<file path="config.mk">
export PLATFORM = sky130hd
export DESIGN_NAME = fetch_stage_ctrl_flat
export DESIGN_NICKNAME = d
export VERILOG_FILES = /design/src/rtl/fetch_stage_ctrl_pkg.sv /design/src/rtl/fetch_stage_ctrl_if.sv /design/src/rtl/fetch_stage_ctrl_sat_counter.sv /design/src/rtl/fetch_stage_ctrl.sv /design/src/flat_wrapper.sv
export SDC_FILE = /design/constraint.sdc
export NUM_CORES = 1
export LEC_CHECK = 0
export ABC_AREA = 1
export BUFFER_PORTS_ARGS = -buffer_cell sky130_fd_sc_hd__buf_2
export CORE_ASPECT_RATIO = 0.7
export CORE_UTILIZATION = 25
export CTS_CLUSTER_DIAMETER = 150
export CTS_CLUSTER_SIZE = 20
export DETAILED_ROUTE_END_ITERATION = 12
export GPL_ROUTABILITY_DRIVEN = 0
export PLACE_DENSITY = 0.44
export SETUP_SLACK_MARGIN = 0.02
export SLEW_MARGIN = 20
export SYNTH_ARGS = -nofsm -noshare
export SYNTH_HDL_FRONTEND = slang
export SYNTH_SLANG_ARGS = --single-unit
</file>
<file path="constraint.sdc">
create_clock -name clk -period 2.7 [get_ports clk]
set_input_delay 0.54 -clock clk [delete_from_list [all_inputs] [get_ports clk]]
set_output_delay 0.54 -clock clk [all_outputs]
set_load 0.02 [all_outputs]
</file>
<file path="src/rtl/fetch_stage_ctrl_pkg.sv">
// Shared types and constants for the fetch stage: FSM state encoding,
// the bubble instruction and the sequential PC increment.
package fetch_pkg;

  typedef enum logic [1:0] {
    BOOT = 2'd0,
    RUN  = 2'd1,
    MISS = 2'd2
  } fetch_state_t;

  localparam logic [31:0] NOP_INSTR = 32'h0000_0013;  // addi x0,x0,0
  localparam int          PC_STEP   = 4;

  // A fetch target must be word aligned; the low two bits flag a bad redirect.
  function automatic logic misaligned(input logic [1:0] lsb);
    return lsb != 2'b00;
  endfunction

endpackage

</file>
<file path="src/rtl/fetch_stage_ctrl_if.sv">
// Instruction-memory request/response bus seen by the fetch stage.
// The fetch stage (master) presents the address; memory answers in the same cycle.
interface fetch_stage_ctrl_if #(
  parameter int XLEN = 32
);
  logic [XLEN-1:0] imem_addr;
  logic [XLEN-1:0] imem_rdata;
  logic            imem_valid;

  modport master (
    output imem_addr,
    input  imem_rdata,
    input  imem_valid
  );

  modport slave (
    input  imem_addr,
    output imem_rdata,
    output imem_valid
  );
endinterface

</file>
<file path="src/rtl/fetch_stage_ctrl_sat_counter.sv">
// Up-counter that sticks at its all-ones maximum instead of wrapping.
module sat_counter #(
  parameter int W = 16
) (
  input  logic         clk,
  input  logic         rst_n,
  input  logic         inc,
  input  logic         clr,
  output logic [W-1:0] count
);

  logic [W-1:0] count_q;

  always_ff @(posedge clk or negedge rst_n) begin
    if (!rst_n) begin
      count_q <= '0;
    end else if (clr) begin
      count_q <= '0;
    end else if (inc && (count_q != {W{1'b1}})) begin
      count_q <= count_q + 1'b1;
    end
  end

  assign count = count_q;

endmodule

</file>
<file path="src/rtl/fetch_stage_ctrl.sv">
// Fetch stage: PC register, instruction-memory request and the IF/ID register,
// steered by the hazard unit's stall/flush controls and the EX branch redirect.
module fetch_stage_ctrl #(
  parameter int              XLEN      = 32,
  parameter logic [XLEN-1:0] RESET_PC  = '0,
  parameter logic [XLEN-1:0] NOP_INSTR = XLEN'(fetch_pkg::NOP_INSTR),
  parameter int              CNT_W     = 16
) (
  input  logic             clk,
  input  logic             rst_n,
  input  logic             pc_write,
  input  logic             if_id_write,
  input  logic             if_flush,
  input  logic             branch_taken,
  input  logic [XLEN-1:0]  branch_target,
  fetch_stage_ctrl_if.master imem,
  output logic [XLEN-1:0]  if_id_instr,
  output logic [XLEN-1:0]  if_id_pc,
  output logic             if_id_valid,
  output logic [1:0]       fetch_state,
  output logic [CNT_W-1:0] stall_cnt,
  output logic [CNT_W-1:0] flush_cnt,
  output logic             misalign_err
);
  import fetch_pkg::*;

  fetch_state_t    state_q;
  logic [XLEN-1:0] pc_q, pc_d;
  logic [XLEN-1:0] instr_q, instr_d;
  logic [XLEN-1:0] ipc_q, ipc_d;
  logic            valid_q, valid_d;
  logic            err_q, err_d;

  logic squash;
  logic live;
  logic stall_inc;

  // A redirect always squashes IF/ID, so it shares the flush path.
  assign squash    = if_flush | branch_taken;
  assign live      = (state_q != BOOT);
  assign stall_inc = !if_id_write && !squash;

  always_comb begin
    pc_d = pc_q;
    if (branch_taken) begin
      pc_d = {branch_target[XLEN-1:2], 2'b00};
    end else if (pc_write && imem.imem_valid && live) begin
      pc_d = pc_q + XLEN'(PC_STEP);
    end
  end

  always_comb begin
    instr_d = instr_q;
    ipc_d   = ipc_q;
    valid_d = valid_q;
    if (squash) begin
      instr_d = NOP_INSTR;
      valid_d = 1'b0;
    end else if (if_id_write && imem.imem_valid && live) begin
      instr_d = imem.imem_rdata;
      ipc_d   = pc_q;
      valid_d = 1'b1;
    end else if (if_id_write && !imem.imem_valid) begin
      instr_d = NOP_INSTR;
      valid_d = 1'b0;
    end
  end

  assign err_d = err_q | (branch_taken && misaligned(branch_target[1:0]));

  always_ff @(posedge clk or negedge rst_n) begin
    if (!rst_n) begin
      state_q <= BOOT;
      pc_q    <= RESET_PC;
      instr_q <= NOP_INSTR;
      ipc_q   <= '0;
      valid_q <= 1'b0;
      err_q   <= 1'b0;
    end else begin
      pc_q    <= pc_d;
      instr_q <= instr_d;
      ipc_q   <= ipc_d;
      valid_q <= valid_d;
      err_q   <= err_d;
      if (branch_taken) begin
        state_q <= RUN;
      end else begin
        unique case (state_q)
          BOOT:    state_q <= RUN;
          // Only a wanted fetch that memory cannot serve counts as a miss.
          RUN:     state_q <= (pc_write && !imem.imem_valid) ? MISS : RUN;
          MISS:    state_q <= imem.imem_valid ? RUN : MISS;
          default: state_q <= BOOT;
        endcase
      end
    end
  end

  sat_counter #(.W(CNT_W)) u_stall_cnt (
    .clk   (clk),
    .rst_n (rst_n),
    .inc   (stall_inc),
    .clr   (1'b0),
    .count (stall_cnt)
  );

  sat_counter #(.W(CNT_W)) u_flush_cnt (
    .clk   (clk),
    .rst_n (rst_n),
    .inc   (squash),
    .clr   (1'b0),
    .count (flush_cnt)
  );

  assign imem.imem_addr = pc_q;
  assign if_id_instr    = instr_q;
  assign if_id_pc       = ipc_q;
  assign if_id_valid    = valid_q;
  assign fetch_state    = state_q;
  assign misalign_err   = err_q;

endmodule

</file>
<file path="src/flat_wrapper.sv">
// flat-port wrapper written by rule: the top's interface ports become plain ports
module fetch_stage_ctrl_flat import fetch_pkg::*;
#(
  parameter int              XLEN      = 32,
  parameter logic [XLEN-1:0] RESET_PC  = '0,
  parameter logic [XLEN-1:0] NOP_INSTR = XLEN'(fetch_pkg::NOP_INSTR),
  parameter int              CNT_W     = 16
)
  (clk, rst_n, pc_write, if_id_write, if_flush, branch_taken, branch_target, if_id_instr, if_id_pc, if_id_valid, fetch_state, stall_cnt, flush_cnt, misalign_err, imem_imem_addr, imem_imem_rdata, imem_imem_valid);
  fetch_stage_ctrl_if #(.XLEN(XLEN)) imem_i ();
  input  logic clk;
  input  logic rst_n;
  input  logic pc_write;
  input  logic if_id_write;
  input  logic if_flush;
  input  logic branch_taken;
  input  logic [XLEN-1:0] branch_target;
  output logic [XLEN-1:0] if_id_instr;
  output logic [XLEN-1:0] if_id_pc;
  output logic if_id_valid;
  output logic [1:0] fetch_state;
  output logic [CNT_W-1:0] stall_cnt;
  output logic [CNT_W-1:0] flush_cnt;
  output logic misalign_err;
  output wire logic [$bits(imem_i.imem_addr)-1:0] imem_imem_addr;
  input wire logic [$bits(imem_i.imem_rdata)-1:0] imem_imem_rdata;
  input wire logic [$bits(imem_i.imem_valid)-1:0] imem_imem_valid;
  assign imem_imem_addr = imem_i.imem_addr;
  assign imem_i.imem_rdata = imem_imem_rdata;
  assign imem_i.imem_valid = imem_imem_valid;
  fetch_stage_ctrl #(.XLEN(XLEN), .RESET_PC(RESET_PC), .NOP_INSTR(NOP_INSTR), .CNT_W(CNT_W)) u_core (.clk(clk), .rst_n(rst_n), .pc_write(pc_write), .if_id_write(if_id_write), .if_flush(if_flush), .branch_taken(branch_taken), .branch_target(branch_target), .imem(imem_i), .if_id_instr(if_id_instr), .if_id_pc(if_id_pc), .if_id_valid(if_id_valid), .fetch_state(fetch_state), .stall_cnt(stall_cnt), .flush_cnt(flush_cnt), .misalign_err(misalign_err));
endmodule
</file>
==> flow_metrics.env <==
export IMPL_use_met2_pct=23.2
export IMPL_critical_path_required_ns=2.99
export IMPL_post_cts_setup_buffer_count=0
export IMPL_cts_resized=0
export IMPL_final_fill_count=2853
export IMPL_hold_violations=0
export IMPL_clkTransAtPathRegs_ns=0.06
export IMPL_drt_iter0_drc=293
export IMPL_drive_gt1_share_pct=24.0
export IMPL_overflow=0
export IMPL_viasPerCell=4.40
export IMPL_worstMarginPinSlew_ns=0.781
export IMPL_power_frac_seq_pct=40.2
export IMPL_max_vdd_ir_drop_mv=0.395
export IMPL_cp_arrival_ns=2.31
export IMPL_ys_warn_count=0
export IMPL_die_height_um=138
export IMPL_initial_core_util_pct=25.6
export IMPL_netlist_area_sq_um=6600
export IMPL_p_int_uw=4050
export IMPL_grt_pass1_wl_um=34800
export IMPL_max_cap_violations=0
export IMPL_status="finished, final reports clean"
export IMPL_mostFrequentLayoutCells="nand2_1 (305), buf_2 (197), dfrtp_1 (125), nand3_1 (91), nor2_1 (76)"
export IMPL_cts_tree="yes"
export IMPL_timing_final_crit_share_pct=74.6
export IMPL_placementRows=49
export IMPL_dp_final_hpwl_um=16800
export IMPL_hp_class="in2async"
export IMPL_worstReg2RegEnd="u_core.u_stall_cnt.count[13]$_DFFE_PN0P_"
export IMPL_coreArea_sq_um=25800
export IMPL_rsz0062_at_grt="false"
export IMPL_postSynthAreaPerCell_sq_um=7.63
export IMPL_synthCells=865
export IMPL_crit_path_max_fanout=19
export IMPL_fmax_ghz=0.496
export IMPL_slew_viol_final=0
export IMPL_clk_latency_ns=0.42
export IMPL_grt_use_total_pct=17.1
export IMPL_cts_hold_buf=0
export IMPL_clockBufferDepth=2
export IMPL_critPathLaunchType="flip-flop"
export IMPL_r2r_setup_slack_ns=0.68
export IMPL_wl_per_cell_um=15.9
export IMPL_antenna_left=0
export IMPL_p_comb_share_pct=22.9
export IMPL_antenna_found_initial=0
export IMPL_end_kind="flip-flop"
export IMPL_switchingPower_uw=2150
export IMPL_skew_ns=0.00785
export IMPL_finalSetupViolCount=0
export IMPL_clkSinkCount=128
export IMPL_crit_type="reg2reg"
export IMPL_grt_use_met3_pct=4.94
export IMPL_die_w_um=196
export IMPL_finalCriticalPeriod_ns=2.02
export IMPL_clockRootBuffer="clkbuf_16"
export IMPL_grt_pass1_vias=5814
export IMPL_area_growth_pct=29.3
export IMPL_ys_ff_latch=128
export IMPL_reg2reg_depth=8
export IMPL_placed_area_sq_um=7960
export IMPL_fin_area_sq_um=8530
export IMPL_pwr_share_clk_pct=36.9
export IMPL_grt_max_degree=56
export IMPL_cts_buffers=17
export IMPL_power_density_nw_per_um2=727
export IMPL_setup_tns_ns=0
export IMPL_sw_frac_of_total_pct=34.7
export IMPL_relSlewSlack_pct=47.7
export IMPL_routed_wl_um=22700
export IMPL_drc=0
export IMPL_placement_io_buffers=198
export IMPL_ys_types=34
export IMPL_use_met1_pct=26.3
export IMPL_io_pins=203
export IMPL_firstDrtPassIters=7
export IMPL_grt_most_used_layer="met1"
export IMPL_dieArea_sq_um=27100
export IMPL_vias=6299
export IMPL_htree_levels=4
export IMPL_total_power_uw=6200
export IMPL_yosysSeqAreaShare_pct=48.6
export IMPL_leakagePower_uw=0.00442
export IMPL_final_nets=1136
export IMPL_reg2reg_from="u_core.u_stall_cnt.count[1]$_DFFE_PN0P_"
export IMPL_final_common_cell="nand2_1"
==> synthesized netlist by cell type <==
library cell	number	area, sq um
a21oi_1	6	30.0
a31oi_1	1	6.26
buf_1	2	7.51
buf_2	13	65.1
buf_4	7	52.6
buf_6	2	22.5
clkbuf_1	9	33.8
conb_1	1	3.75
dfrtp_1	125	3130
dfstp_2	3	78.8
ha_1	3	37.5
inv_1	75	282
inv_2	3	11.3
mux2_2	1	11.3
mux2_4	2	30.0
nand2_1	305	1140
nand2_2	3	18.8
nand3_1	91	455
nand3_2	1	10.0
nand3b_1	5	37.5
nand4_1	10	62.6
nor2_1	76	285
nor2_4	3	33.8
nor3_1	15	75.1
nor3_2	2	20.0
nor3_4	1	16.3
o211ai_1	4	30.0
o21ai_0	60	300
o21bai_1	4	30.0
o221ai_1	2	17.5
o22a_1	3	26.3
o22ai_1	1	6.26
xnor2_1	8	70.1
xor2_1	18	158
==> state kept, by name (all words and copies together) (netlist names) <==
| name | count |
|---|---|
| u_core.u_stall_cnt.count | 16 |
| u_core.if_id_pc | 30 |
| u_core.fetch_state | 2 |
| u_core.u_flush_cnt.count | 16 |
| u_core.if_id_instr | 32 |
| u_core.misalign_err | 1 |
| u_core.imem.imem_addr | 30 |
| u_core.if_id_valid | 1 |
==> worst max-delay path, stage by stage (launching register included) <==
cell and delay [ns]:
dfrtp_1 0.42, ha_1 0.28, nand3_2 0.14, nor3_2 0.21, nand3_1 0.10, nand2_1 0.32
inv_2 0.24, nand2_1 0.11, o21ai_0 0.08
==> cell type report <==
type / count / area (sq um) / share of cell area, %
clock inverters: 12 / 118 / 1.38
flip-flops and latches: 128 / 3210 / 37.6
diodes: 1 / 2.50 / 0.0293
repair buffers: 208 / 1080 / 12.7
clock buffers: 19 / 453 / 5.31
multi-input cells: 629 / 2930 / 34.3
well taps: 357 / 447 / 5.24
inverters: 78 / 293 / 3.43
==> per-stage QoR <==
step	worst slack (ns)	hold WS [ns]	util, %	std cells
floorplan	1.04	0.244	-	868
CTS	0.627	0.0873	33.0	1431
global route	0.446	0.0989	33.0	1431
global placement	0.575	0.450	30.8	1400
finish	0.685	0.0768	33.1	1432
detailed placement	0.501	0.454	30.8	1400
==> logic make-up (layout without fill, tap and decap cells) <==
logic type / count (synthesis) / count (layout) / synth area share, %
AOI/OAI and AO/OA: 81 / 81 / 6.77
xor gates and xnor gates: 26 / 26 / 3.45
adders and majority gates: 3 / 3 / 0.569
buffers and inverters: 111 / 317 / 7.19
DFF: 128 / 128 / 48.6
muxes: 3 / 3 / 0.626
other: 1 / 5 / 0.0568
and+or+nand+nor: 512 / 512 / 32.7
==> how the worst max path moves through the flow <==
stage                                                          end                                    start  slack, ns
after global routing       u_core.u_stall_cnt.count[5]$_DFFE_PN0P_  u_core.u_stall_cnt.count[1]$_DFFE_PN0P_       0.45
final                     u_core.u_stall_cnt.count[13]$_DFFE_PN0P_  u_core.u_stall_cnt.count[1]$_DFFE_PN0P_       0.68
after floorplan            u_core.u_flush_cnt.count[7]$_DFFE_PN0P_  u_core.u_flush_cnt.count[1]$_DFFE_PN0P_       1.04
after CTS                 u_core.u_stall_cnt.count[13]$_DFFE_PN0P_  u_core.u_stall_cnt.count[1]$_DFFE_PN0P_       0.63
after global placement             u_core.if_id_pc[21]$_DFFE_PN0P_                          imem_imem_valid       0.58
after detailed placement           u_core.if_id_pc[22]$_DFFE_PN0P_                          imem_imem_valid       0.50
==> power by group through the flow <==
stage | registers [uW] | clock network, uW | logic, uW
2_1_floorplan | 2760 | 0 | 580
3_3_place_gp | 2530 | 0 | 1430
3_5_place_dp | 2530 | 0 | 1430
4_1_cts | 2500 | 2350 | 1440
5_1_grt | 2550 | 2460 | 1580
6_report | 2500 | 2290 | 1420
==> routing by layer <==
layer,vias to the layer above,wire [um]
li1,3161,-
met1,2963,12300
met2,166,8980
met3,9,1300
met4,0,145
met5,-,0
Power figures use the tool's default switching activity.
